## src/rtl/sd_wb_dma.sv

```systemverilog
// rtl/sd_wb_dma.sv - block DMA between SD data buffers and a Wishbone master port
// Moves one 2^BUF_AW-word block per request as a train of fixed-length incrementing bursts.
module sd_wb_dma #(
    parameter int BUF_AW    = 7,
    parameter int BURST_LEN = 8,
    parameter int TMO_W     = 8
) (
    input  logic              clk_50,
    input  logic              reset_n,
    input  logic              rd_req,
    input  logic [31:0]       rd_addr,
    input  logic              wr_req,
    input  logic [31:0]       wr_addr,
    input  logic              abort,
    output logic              busy,
    output logic              done,
    output logic              err,
    output logic [BUF_AW-1:0] bufr_addr,
    output logic              bufr_wren,
    output logic [31:0]       bufr_data,
    output logic [BUF_AW-1:0] bufw_addr,
    input  logic [31:0]       bufw_q,
    output logic [31:0]       wbm_adr_o,
    output logic [31:0]       wbm_dat_o,
    input  logic [31:0]       wbm_dat_i,
    output logic [3:0]        wbm_sel_o,
    output logic              wbm_cyc_o,
    output logic              wbm_stb_o,
    output logic              wbm_we_o,
    input  logic              wbm_ack_i,
    input  logic              wbm_err_i,
    output logic [2:0]        wbm_cti_o,
    output logic [1:0]        wbm_bte_o
);

    typedef enum logic [2:0] {
        S_IDLE,
        S_PREP,
        S_BURST,
        S_GAP,
        S_FIN
    } state_t;

    localparam logic [31:0]       BASE_MASK = ~((32'd1 << (BUF_AW + 2)) - 32'd1);
    localparam logic [BUF_AW:0]   BEAT_MASK = (BUF_AW + 1)'(BURST_LEN - 1);
    localparam logic [BUF_AW-1:0] BLK_LAST  = '1;
    localparam logic [TMO_W-1:0]  TMO_MAX   = '1;

    state_t            state;
    state_t            state_nxt;
    logic [31:0]       base;
    logic [BUF_AW:0]   idx;
    logic              is_wr;
    logic [TMO_W-1:0]  tmo;

    logic start;
    logic in_burst;
    logic bus_fault;
    logic beat_ok;
    logic burst_end;
    logic block_end;

    // Abort outranks every bus response; a fault outranks an ack in the same cycle.
    assign start     = (state == S_IDLE) && (rd_req || wr_req);
    assign in_burst  = (state == S_BURST);
    assign bus_fault = in_burst && !abort && (wbm_err_i || (tmo == TMO_MAX));
    assign beat_ok   = in_burst && !abort && !bus_fault && wbm_ack_i;
    assign burst_end = (idx & BEAT_MASK) == BEAT_MASK;
    assign block_end = (idx[BUF_AW-1:0] == BLK_LAST);

    always_ff @(posedge clk_50 or negedge reset_n) begin
        if (!reset_n) begin
            state <= S_IDLE;
        end else begin
            state <= state_nxt;
        end
    end

    always_comb begin
        state_nxt = state;
        case (state)
            S_IDLE:  if (start) state_nxt = S_PREP;
            S_PREP:  state_nxt = S_BURST;
            S_BURST: begin
                if (bus_fault) begin
                    state_nxt = S_FIN;
                end else if (beat_ok && burst_end) begin
                    state_nxt = block_end ? S_FIN : S_GAP;
                end
            end
            S_GAP:   state_nxt = S_PREP;
            S_FIN:   state_nxt = S_IDLE;
            default: state_nxt = S_IDLE;
        endcase
        if ((state != S_IDLE) && abort) begin
            state_nxt = S_IDLE;
        end
    end

    always_ff @(posedge clk_50 or negedge reset_n) begin
        if (!reset_n) begin
            base  <= '0;
            idx   <= '0;
            is_wr <= 1'b0;
            err   <= 1'b0;
            tmo   <= '0;
        end else begin
            if (start) begin
                base  <= (wr_req ? wr_addr : rd_addr) & BASE_MASK;
                is_wr <= wr_req;
                idx   <= '0;
                err   <= 1'b0;
            end
            if (beat_ok) begin
                idx <= idx + 1'b1;
            end
            if (bus_fault) begin
                err <= 1'b1;
            end
            // Outside BURST the counter is held at zero so every burst starts fresh.
            if (!in_burst || beat_ok) begin
                tmo <= '0;
            end else if (!bus_fault) begin
                tmo <= tmo + 1'b1;
            end
        end
    end

    always_comb begin
        busy      = (state != S_IDLE);
        done      = (state == S_FIN);
        wbm_cyc_o = in_burst;
        wbm_stb_o = in_burst;
        wbm_we_o  = in_burst && is_wr;
        wbm_adr_o = base + (32'(idx) << 2);
        wbm_sel_o = 4'hF;
        wbm_bte_o = 2'b00;
        wbm_cti_o = 3'b000;
        if (in_burst) begin
            wbm_cti_o = burst_end ? 3'b111 : 3'b010;
        end
        // Look one word ahead on an accepted beat so bufw_q holds the next word in time.
        bufw_addr = idx[BUF_AW-1:0] + BUF_AW'(beat_ok);
        wbm_dat_o = bufw_q;
        bufr_wren = beat_ok && !is_wr;
        bufr_addr = idx[BUF_AW-1:0];
        bufr_data = wbm_dat_i;
    end

endmodule

```

## config.mk

```make
export PLATFORM = sky130hd
export DESIGN_NAME = sd_wb_dma
export DESIGN_NICKNAME = d
export VERILOG_FILES = /design/src/rtl/sd_wb_dma.sv
export SDC_FILE = /design/constraint.sdc
export NUM_CORES = 1
export LEC_CHECK = 0
export BUFFER_PORTS_ARGS = -buffer_cell sky130_fd_sc_hd__buf_4
export CAP_MARGIN = 15
export CORE_MARGIN = 2
export CORE_UTILIZATION = 24
export DETAILED_ROUTE_END_ITERATION = 6
export GPL_TIMING_DRIVEN = 0
export PLACE_DENSITY = 0.52
export SYNTH_ARGS = -nofsm -noshare
export SYNTH_HDL_FRONTEND = slang
export SYNTH_SLANG_ARGS = --single-unit
```

## constraint.sdc

```tcl
create_clock -name clk_50 -period 3.83 [get_ports clk_50]
set_input_delay 0.5745 -clock clk_50 [delete_from_list [all_inputs] [get_ports clk_50]]
set_output_delay 0.5745 -clock clk_50 [all_outputs]
set_load 0.02 [all_outputs]
```

Word level (Yosys, flattened, before mapping)
Cells that the tools add are included.
{"block": "word_totals", "rom_bits": 0, "input_bits": 135, "ram_bits": 0, "latchBits": 0, "word_cells": 56, "reg_bits": 44, "memories": 0}
{"block": "classes", "magnitude_cmp": 0, "muxes": 15, "n_eq_ne": 10, "shifts": 0, "n_mul": 0, "n_reduce_logical": 21, "n_div": 0, "bitwise_logic": 0, "add_sub_neg": 4}
{"op": "adder 32 x 10 -> 32 bit", "n": 1}
{"op": "2-to-1 mux 32 bit", "n": 1}
{"op": "2-to-1 mux 8 bit", "n": 4}
{"op": "2-to-1 mux 3 bit", "n": 7}
{"op": "adder 8 x 1 -> 8 bit, second input constant", "n": 2}
{"op": "case mux 3 bit (4 select lines)", "n": 1}
{"op": "logical AND 1 bit", "n": 9}
{"op": "== test 8 bit, second input constant", "n": 1}
{"op": "adder 7 x 1 -> 7 bit", "n": 1}
{"op": "== test 7 bit, second input constant", "n": 1}
{"op": "== test 3 x 2 -> 1 bit, second input constant", "n": 2}
{"op": "== test 3 bit, second input constant", "n": 2}
{"op": "logical NOT 1 bit", "n": 4}
{"op": "inequality test 4 x 1 -> 1 bit, second input constant", "n": 1}
{"op": "nonzero test 2 bit", "n": 2}
{"op": "== test 3 x 1 -> 1 bit, second input constant", "n": 1}
{"op": "logical NOT 3 bit", "n": 1}
{"op": "logical OR 1 bit", "n": 3}
{"op": "inequality test 3 x 2 -> 1 bit, second input constant", "n": 1}
{"op": "nonzero test 3 bit", "n": 1}
{"op": "2-to-1 mux 1 bit", "n": 2}
{"op": "inequality test 2 x 1 -> 1 bit, second input constant", "n": 1}
{"op": "AND reduction 2 bit", "n": 1}

Longest topological paths before layout
Gate-level depths: netlist (run 1).
{"block": "depth", "word_depth": 11, "mapped_depth": 10, "mapped_depth_nobuf": 10}

Least setup slack after synthesis (run 1)
OpenSTA, ideal clock, no wires.
{"block": "synth_path", "path_kind": "register to output", "startpoint": "register tmo[0]", "endpoint": "output bufw_addr[6]", "setup_slack_ps": 690, "t_required_ps": 3256, "n_path_buf": 0, "arrival_ps": 2565, "stages_incl_launch_ff": 11, "path_cell_list": "dfrtp_1 -> ha_1 -> and4_1 -> a21oi_1 -> nand3_1 -> inv_1 -> ha_1 -> ha_1 -> nand3_1 -> nor2_1 -> xor2_1"}
{"block": "synth_between", "elab_chain_len": 7}
{"item": "start, declared", "line_no": "54", "rtl": "logic [TMO_W-1:0] tmo;"}
{"item": "start signal, assigned", "line_no": "124", "rtl": "tmo <= tmo + 1'b1;"}
{"item": "== test 8 bit", "line_no": "66", "rtl": "assign bus_fault = in_burst && !abort && (wbm_err_i || (tmo == TMO_MAX));"}
{"item": "logical OR 1 bit", "line_no": "66"}
{"item": "logical AND 1 bit", "line_no": "66"}
{"item": "logical NOT 1 bit"}
{"item": "logical AND 1 bit (2 in a row)", "line_no": "67", "rtl": "assign beat_ok = in_burst && !abort && !bus_fault && wbm_ack_i;"}
{"item": "adder 7 x 1 -> 7 bit", "line_no": "143", "rtl": "bufw_addr = idx[BUF_AW-1:0] + BUF_AW'(beat_ok);"}
{"item": "end, declared", "line_no": "21", "rtl": "output logic [BUF_AW-1:0] bufw_addr,"}
Every way passes these cells.

Final worst setup path (run 1)
Ends and elaborated chain as after synthesis.

==> metrics, run 1 <==
outcome complete, no violations; CP cell instances ha_1 > and4_1 > a21oi_4 > nand3_2 > inv_1 > ha_1 > ha_1 > nand3_1 > nor2_1 > xor2_1 > buf_4; total CTS buffers 5; total wire length 10,100 µm; setup ws final between 0.2 and 0.3 ns; post-layout minimum cycle time approximately 3.5 ns; switching power 0.000973 W; count leader, synth buf_4; Gate power share 47.3%; GRT Total Usage approximately 12%; root buffer cell clkbuf_16; Slew @ Worst Pin 0.765 ns; endpoint type of the worst setup path output pin; startpoint types flip-flop; CP max FO 8; Power Internal ~0.0014 W; Post-DP HPWL 8060 µm; Synth area leaders dfrtp_1, buf_4, mux2i_1, xnor2_1, o21ai_0; skew final 0.00441 ns; Worst Path Required 3.26 ns; H-tree depth 2; switch share 40.6%; met1 track utilization from global routing 14.9%; Yosys reg bits 44; sequential fraction of the synthesis area 31.7%; min-delay worst type in -> async; layout cell share with drive strength beyond 1 48.0%; fin cells 763; antenna viol nets, final 0; critical path's largest stage delay 0.42 ns; DR WL/cell 13.2 µm; Initial DRT Pass Iterations 4; DRC violations left 0; vias in the first global route ~3,300; slowest CP cell dfrtp_1; cell count after synthesis 401; Clock transition at path regs 0.06 ns; Inst Count DP 755; core footprint 0.0140 mm²; Setup TNS Final 0 ns; initial core utilization 24.8%; vias per inst 4.43; NumNets Final 725; Buffers on Ports 168; VDD IR max 219 µV; Max clock buf depth 2; dpl ws 0.145 ns; asr flop ratio synth between 90% and 100%; Setup Viol. Count Final 0; Top Ports 261; number of synthesized flops with an enable pin 0; clock power share 20.4%; most frequent cells after synthesis buf_4, dfrtp_1, nand2_1; Syn Area/Cell just under 9 µm²; DR vias 3,381; antenna violations before repair 0; row count between 40 and 50; post-synthesis cell area 0.00348 mm²; Die Y 124 µm; RD Place Congestion between 0.7 and 0.8; unrepaired setup endpoints after global routing false; Post CTS Setup Buffer Count 0; Crit Path Category reg -> out; Top FF cell, synth dfrtp_1; final hold viol count 0; met2 Track Usage GR between 20% and 30%; die extent in x roughly 120 µm; TritonCTS Sinks 44; hold_buf cts 0; top cell type's share of synthesized area a little under a third; Max Cap Viol 0; post-CTS resize count 1; maximum clock rate 0.282 GHz; Rel. slew slack 48.8%; fin. max-slew vios 0; # diodes 0; CTS tree built; global-route wire length before repair 16,200 µm; initial drt markers 65; largest net degree at the start of global routing 45; Die ar. 0.0155 mm²; GRT busiest layer met2; Worst Path Arrival 2.97 ns; P per Cell Area around 460 mW/mm²; Yosys cell types 46; met3 usage 3.22%; Pleak 2.63 nW; Flop pwr share 32.3%; crit share post-route just over 90%; Yosys top cell by area dfrtp_1; synth-to-layout area growth 49.1%; reg-to-reg setup timing slack 1.63 ns; GRT overflow 0; most used cell, CP ha_1; Ys Warns 0; Clk Latency, worst-skew pair ~0.28 ns
[critical path, delay by kind of cell, from the launching register on]
| family | cells | cell delay, ns |
|---|---|---|
| simple gates | 4 | 0.75 |
| flops | 1 | 0.42 |
| buf+inv | 2 | 0.36 |
| compound gates | 1 | 0.27 |
| xor+xnor | 1 | 0.20 |
| fa+ha+maj | 3 | 0.67 |
[cells in the final DEF, fill, tap and decap left out, types with 2 or more instances in the layout]
| cell | instances |
|---|---|
| nor2_1 | 12 |
| and2_1 | 2 |
| o221ai_1 | 2 |
| inv_1 | 13 |
| or3_1 | 3 |
| o21ai_1 | 2 |
| mux2i_1 | 24 |
| a211oi_1 | 4 |
| buf_2 | 2 |
| o21ai_0 | 31 |
| xor2_1 | 8 |
| conb_1 | 8 |
| clkbuf_1 | 8 |
| clkbuf_16 | 5 |
| and4_1 | 2 |
| a21oi_1 | 4 |
| ha_1 | 8 |
| nand2_1 | 39 |
| a31o_2 | 4 |
| buf_4 | 258 |
| dfrtp_1 | 44 |
| nand4_1 | 10 |
| nor3b_1 | 2 |
| nand3_1 | 23 |
| nor3_1 | 5 |
| and3_1 | 5 |
| a211o_1 | 2 |
| a21o_1 | 4 |
| xnor2_1 | 20 |
| o211ai_1 | 5 |
| or4_1 | 2 |
[sequential cells by signal, indices dropped and copies added, names as in the netlist]
name,flops
base,23
idx,8
tmo,8
state,3
err,1
is_wr,1
[power by group through the flow]
stage	registers, W	clock network (W)	logic [W]
finish	0.000774	0.000490	0.00113
global route	0.000803	0.000522	0.00124
CTS	0.000773	0.000504	0.00115
detailed placement	0.000781	0	0.00115
global placement	0.000769	0	0.00113
floorplan	0.000745	0	0.000693
[through the flow]
step	cell area, µm²	util (%)	power [W]	hold slack, ns
after global placement	4990	35.5	0.00190	0.471
after global routing	5180	36.9	0.00256	0.343
final	5180	36.9	0.00240	0.290
after floorplan	3500	-	0.00144	0.279
after detailed placement	4990	35.6	0.00193	0.481
after CTS	5160	36.8	0.00243	0.326
[final timing paths]
| kind | cells after the start | from | end |
|---|---|---|---|
| setup / recovery | 11 | tmo[0] | bufw_addr[6] |
| hold / removal | 1 | reset_n | tmo[6] |
| setup reg to reg | 4 | state[0] | idx[0] |
| hold reg to reg | 1 | err | err |
| max in group asynchronous | 1 | reset_n | base[21] |
| min in group clk_50 | 1 | err | err |
[cell type report]
type / count / area [µm²]
Timing Repair Buffer: 168 / 1260
Buffer: 102 / 731
Sequential cell: 44 / 1100
Clock buffer: 5 / 125
Clock inverter: 3 / 42.5
Inverter: 13 / 48.8
Tap cell: 180 / 225
Multi-Input combinational cell: 248 / 1650
Fill cell: 1475 / 8860
[cells by family after synthesis]
family | after synthesis | synth area share, %
simple gates | 112 | 16.3
mux | 25 | 7.23
compound gates | 67 | 12.3
fa+ha+maj | 8 | 2.88
other cells | 2 | 0.216
flops | 44 | 31.7
buf+inv | 115 | 22.4
xor+xnor | 28 | 7.05
[per-layer routing]
metal  routed length, µm  vias to the layer above
li1                    -                     1654
met1                4110                     1565
met2                5180                      157
met3                 759                        5
met4                  47                        0
met5                   0                        -
Note: power is estimated with default switching activity, not from simulation.
==> run 2, diff against run 1 <==
Settings changed: ABC_AREA from default to 1, PLACE_DENSITY 0.52 to 0.51.
==> metrics, run 2 <==
cell count after synthesis 497 (+24%); P per Cell Area 495 mW/mm² (+7.1%); Ys Warns 0 (unchanged); vias per inst 4.21 (-5.1%); skew final 0.00668 ns (+0.00227 ns); number of synthesized flops with an enable pin 0 (unchanged); root buffer cell clkbuf_16; global-route wire length before repair 16,700 µm (+2.8%); die extent in x 128 µm (+3.1%); Max Cap Viol 0 (unchanged); core footprint 0.0151 mm² (+7.9%); outcome complete, no violations; asr flop ratio synth 100% (unchanged); synth-to-layout area growth 45.6%; NumNets Final 822 (+13%); DR vias 3,651 (+8.0%); Setup Viol. Count Final 0 (unchanged); largest net degree at the start of global routing 45 (unchanged); count leader, synth nand2_1; Clk Latency, worst-skew pair 0.29 ns (about the same); total wire length 11,100 µm (+9.5%); Syn Area/Cell 7.45 µm² (-14%); final hold viol count 0 (unchanged); Yosys cell types 34 (-26%); CP max FO 10 (+2); max reg flops 23 (unchanged); sequential fraction of the synthesis area 29.7% (-1.9 points); GRT overflow 0 (unchanged); unrepaired setup endpoints after global routing false; VDD IR max 215 µV (-1.9%); post-layout minimum cycle time 3.24 ns (-0.303 ns); DRC violations left 0 (unchanged); min-delay worst type in -> async; Inst Count DP 860 (+14%); Initial DRT Pass Iterations 4 (unchanged); Clock transition at path regs 0.06 ns (about the same); Fill cells 1,611 (+9.2%); # diodes 0 (unchanged); Slew @ Worst Pin 0.594 ns (-0.171 ns); Buffers on Ports 169 (+0.60%); post-synthesis cell area 0.00370 mm² (+6.5%); Top Ports 261 (unchanged); most frequent cells in the layout buf_4, nand2_1, nor2_1; antenna violations before repair 0 (unchanged); Pleak 2.86 nW (+8.8%); Yosys reg bits 44 (unchanged); Synth area leaders dfrtp_1, buf_4, nand2_1, nor2_1, o31ai_1; Top FF cell, synth dfrtp_1; maximum clock rate 0.308 GHz (+9.4%); vias in the first global route 3,474 (+5.4%); most common cell after layout, fill and taps aside buf_4; Worst Path Arrival 2.67 ns (-0.30 ns); H-tree depth 2 (unchanged); Yosys top cell by area dfrtp_1; total CTS buffers 5 (unchanged); fin cells 868 (+14%); initial drt markers 92 (+42%); Top reg by flops base; antenna viol nets, final 0 (unchanged); WHS 0.295 ns (+0.00463 ns); crit path from tmo[0]; most frequent cells after synthesis nand2_1, buf_4, nor2_1; crit share post-route 84.6% (-7.9 points); Die Y 128 µm (+3.1%); Setup TNS Final 0 ns (unchanged); biggest regs base: 23 flops, idx: 8 flops, tmo: 8 flops; Crit Path Category reg -> out; layout cell share with drive strength beyond 1 44.7% (-3.3 points); row count 45 (+4.7%); GRT Total Usage 12.8% (+0.33 points); Post-DP HPWL 9210 µm (+14%); Worst Path Required 3.26 ns (about the same); hold_buf cts 0 (unchanged); TritonCTS Sinks 44 (unchanged); initial core utilization 24.5% (-0.32 points); worst r2r src tmo[0]; post-CTS resize count 0 (-1); CTS tree built; startpoint types flip-flop; Post CTS Setup Buffer Count 0 (unchanged); RD Place Congestion 0.839 (+9.3%); Rel. slew slack 60.4% (+12 points); top cell type's share of synthesized area 29.7% (-1.9 points); endpoint type of the worst setup path output pin; Max clock buf depth 2 (unchanged); DR WL/cell 12.7 µm (-3.8%); fin. max-slew vios 0 (unchanged); Die ar. 0.0164 mm² (+6.3%)
-- run 2: cell types whose count changed after synthesis, moves of 22 or more --
| cell | previous run | this run |
|---|---|---|
| nand2_1 | 39 | 91 |
| inv_1 | 13 | 39 |
| mux2i_1 | 24 | 0 |
| nor2_1 | 12 | 70 |
| o21ai_0 | 31 | 5 |
| o31ai_1 | 1 | 23 |
-- run 2: metal layers --
| metal | up-vias | global-route usage, % | part of all wire (%) |
|---|---|---|---|
| li1 | 1850 | - | - |
| met4 | 0 | 2.78 | 0.88 |
| met2 | 147 | 23.0 | 50 |
| met1 | 1645 | 15.2 | 41 |
| met5 | - | 0 | 0 |
| met3 | 9 | 3.34 | 8.0 |
-- run 2: area by class of cell --
type / instances / area (µm²) / share of cell area (%)
plain buffers: 101 / 731 / 13.5
clock buffers: 6 / 129 / 2.39
clock inverters: 2 / 35.0 / 0.650
inverters: 44 / 168 / 3.11
multi-input cells: 314 / 1730 / 32.0
flip-flops and latches: 44 / 1100 / 20.4
well taps: 188 / 235 / 4.36
repair buffers: 169 / 1270 / 23.5
-- run 2: final timing paths --
check,to,cells after the start,slack [ns]
max in group asynchronous,base[25],1,3.14
worst max-delay path,bufw_addr[6],12,0.59
min in group clk_50,err,2,0.50
worst min register to register,err,2,0.50
worst min-delay path,idx[0],1,0.29
worst max register to register,tmo[5],9,2.25
-- run 2: worst max-delay path, stage by stage (launching register included) --
cell     delay, ns
dfrtp_1       0.39
ha_1          0.23
nand2_2       0.10
nor2_2        0.06
nand2_2       0.10
nand2_4       0.10
nor2_8        0.23
ha_1          0.21
ha_1          0.18
nand3_1       0.13
nor3_1        0.29
xor2_1        0.19
buf_4         0.16
-- run 2: cells by family (layout without fill, tap and decap cells) --
kind of cell,count (synthesis),in the layout,synth area share [%]
fa+ha+maj,8,8,2.70
compound gates,45,45,7.94
other cells,2,8,0.203
buf+inv,145,322,24.3
xor+xnor,24,24,5.68
simple gates,229,229,29.5
flops,44,44,29.7
-- run 2: through the flow --
stage               cell area [µm²]  setup WS, ns  power, W  utilization (%)
finish                         5390         0.588   0.00267             35.6
global route                   5390         0.361   0.00287             35.6
CTS                            5390         0.520   0.00271             35.6
detailed placement             5230         0.842   0.00221             34.5
global placement               5230         0.881   0.00219             34.5
floorplan                      3730          1.14   0.00165                -
-- run 2: power by group --
group | total (W) | internal [W] | switching [W] | leakage [nW]
Clock | 0.000489 | 0.000307 | 0.000182 | 0.0808
Sequential | 0.000821 | 0.000616 | 0.000205 | 0.567
Combinational | 0.00136 | 0.000572 | 0.000788 | 2.21
==> run 3, diff against run 2 <==
Settings changed: ABC_AREA 1 to 0, PLACE_DENSITY 0.51 to 0.52.
Clock period 3.83 ns to 3.11 ns, I/O delays scaled along.
==> metrics, run 3 (synthesized netlist as in run 1, its figures left out) <==
outcome complete, no violations; initial core utilization 24.8% (+0.32 points); Placed Area 0.00499 mm² (-4.5%); TritonCTS Sinks 44 (unchanged); largest net degree at the start of global routing 45 (unchanged); Top Ports 261 (unchanged); startpoint types flip-flop; post-layout minimum cycle time roughly 2.9 ns; Buffers on Ports 168 (-0.59%); P per Cell Area 564 mW/mm² (+14%); layout cell share with drive strength beyond 1 49.5% (+4.8 points); DRC violations left 0 (unchanged); switching power 0.00121 W (+2.6%); Max clock buf depth 2 (unchanged); GRT overflow 0 (unchanged); H-tree depth 2 (unchanged); initial drt markers 75 (-18%); die extent in x 124 µm (-3.0%); synth-to-layout area growth 51.4%; Pleak 2.65 nW (-7.2%); most common cell after layout, fill and taps aside buf_4; CTS tree built; unrepaired setup endpoints after global routing false; biggest regs base: 23 flops, idx: 8 flops, tmo: 8 flops; DR WL/cell 13.2 µm (+3.9%); critical path's largest stage delay 0.44 ns (+0.05 ns); Rel. slew slack 49.3% (-11 points); Worst Path Buf+Inv 2 (+1); vias per inst 4.39 (+4.3%); clock power share 20.3% (+2.0 points); Crit Path Category reg -> out; RD Place Congestion 0.768 (-8.5%); Top reg by flops base; post-route cell area 0.00527 mm² (-2.4%); Setup TNS Final 0 ns (unchanged); hold_buf cts 0 (unchanged); final hold viol count 0 (unchanged); slowest CP cell dfrtp_2; GRT Total Usage 12.6% (-0.17 points); antenna violations before repair 0 (unchanged); NumNets Final 732 (-11%); Worst Path Required 2.64 ns (-0.62 ns); fin. max-slew vios 0 (unchanged); Flop pwr share 32.2% (+1.4 points); Worst Path Arrival 2.46 ns (-0.21 ns); core footprint 0.0140 mm² (-7.3%); Slew @ Worst Pin 0.760 ns (+0.166 ns); CP cell instances ha_4 > and4_4 > a21oi_4 > nand3_4 > inv_4 > ha_1 > ha_2 > nand3_1 > nor2_1 > xor2_1 > buf_4; Die Y 124 µm (-3.0%); Post-DP HPWL 8060 µm (-12%); Power Internal 0.00176 W (+18%); antenna viol nets, final 0 (unchanged); Clock transition at path regs 0.06 ns (about the same); Setup Viol. Count Final 0 (unchanged); row count 43 (-4.4%); Gate power share 47.5% (-3.4 points); switch share 40.6% (-3.4 points); endpoint type of the worst setup path output pin; global-route wire length before repair 16,400 µm (-1.4%); most frequent cells in the layout buf_4, dfrtp_1, nand2_1; WHS 0.182 ns (-0.113 ns); # diodes 0 (unchanged); Die ar. 0.0155 mm² (-5.9%); vias in the first global route 3,333 (-4.1%); total CTS buffers 5 (unchanged); min-delay worst type in -> async; Max Cap Viol 0 (unchanged); crit share post-route 94.1%; root buffer cell clkbuf_16; CP max FO 7 (-3); Clk Latency, worst-skew pair 0.28 ns (about the same); max reg flops 23 (unchanged); Finished Core Util 37.5% (+1.9 points); skew final 0.00442 ns (-0.00226 ns); delay-heaviest family, CP simple AND/OR/NAND/NOR gates; maximum clock rate 0.342 GHz; Initial DRT Pass Iterations 4 (unchanged); DR vias 3,377 (-7.5%); total wire length 10,200 µm (-7.8%); VDD IR max 273 µV (+27%)
==> run 3: metal layers <==
layer | share of wire (%) | up-vias | GRT usage [%]
li1 | - | 1666 | -
met1 | 41 | 1562 | 15.1
met2 | 51 | 144 | 23.0
met3 | 7.2 | 5 | 3.22
met4 | 0.45 | 0 | 1.98
met5 | 0 | - | 0
==> run 3: cell type report <==
class / count / area, µm²
buffer: 102 / 731
fill: 1474 / 8780
sequential: 44 / 1100
timing repair buffer: 175 / 1310
multi-input combinational: 248 / 1680
clock inverter: 3 / 42.5
tap: 180 / 225
inverter: 13 / 51.3
clock buffer: 5 / 125
==> run 3: path summary, 6_finish.rpt <==
| path | startpoint | endpoint | slack (ns) | depth (start not counted) |
|---|---|---|---|---|
| max | tmo[0] | bufw_addr[6] | 0.19 | 11 |
| min | reset_n | tmo[6] | 0.18 | 1 |
| max reg2reg | state[0] | idx[0] | 0.91 | 4 |
| min reg2reg | err | err | 0.50 | 1 |
| max in group asynchronous | reset_n | tmo[0] | 2.50 | 1 |
| min in group clk_50 | rd_addr[14] | base[14] | 0.47 | 3 |
==> run 3: power groups by stage <==
stage / Sequential, W / Clock, W / Combinational, W
finish: 0.000955 / 0.000604 / 0.00141
global route: 0.000989 / 0.000643 / 0.00154
CTS: 0.000957 / 0.000621 / 0.00143
detailed placement: 0.000962 / 0 / 0.00142
global placement: 0.000947 / 0 / 0.00139
floorplan: 0.000918 / 0 / 0.000853
==> run 3: repair_timing <==
| action | CTS | global route |
|---|---|---|
| setup buffers | 2 | 5 |
| cloned | 0 | 0 |
| endpoints found under the setup margin | 7 | 2 |
| gates resized for setup | 9 | 3 |
| pin swaps | 2 | 3 |
==> run 3: per-stage QoR <==
step | cells | worst slack [ns] | power [W]
6_report | 770 | 0.185 | 0.00297
5_1_grt | 770 | 0.0323 | 0.00317
4_1_cts | 765 | 0.0111 | 0.00301
3_5_place_dp | 755 | -0.467 | 0.00238
3_3_place_gp | 755 | -0.476 | 0.00234
2_1_floorplan | 407 | 0.0782 | 0.00177
==> run 3: worst register-to-register path, delay by kind of cell (launching register included) <==
| family | cells | cell delay (ns) |
|---|---|---|
| AND/OR/NAND/NOR | 1 | 0.55 |
| flip-flops | 1 | 0.48 |
| multiplexers | 1 | 0.38 |
| AO/OA/AOI/OAI | 2 | 0.68 |
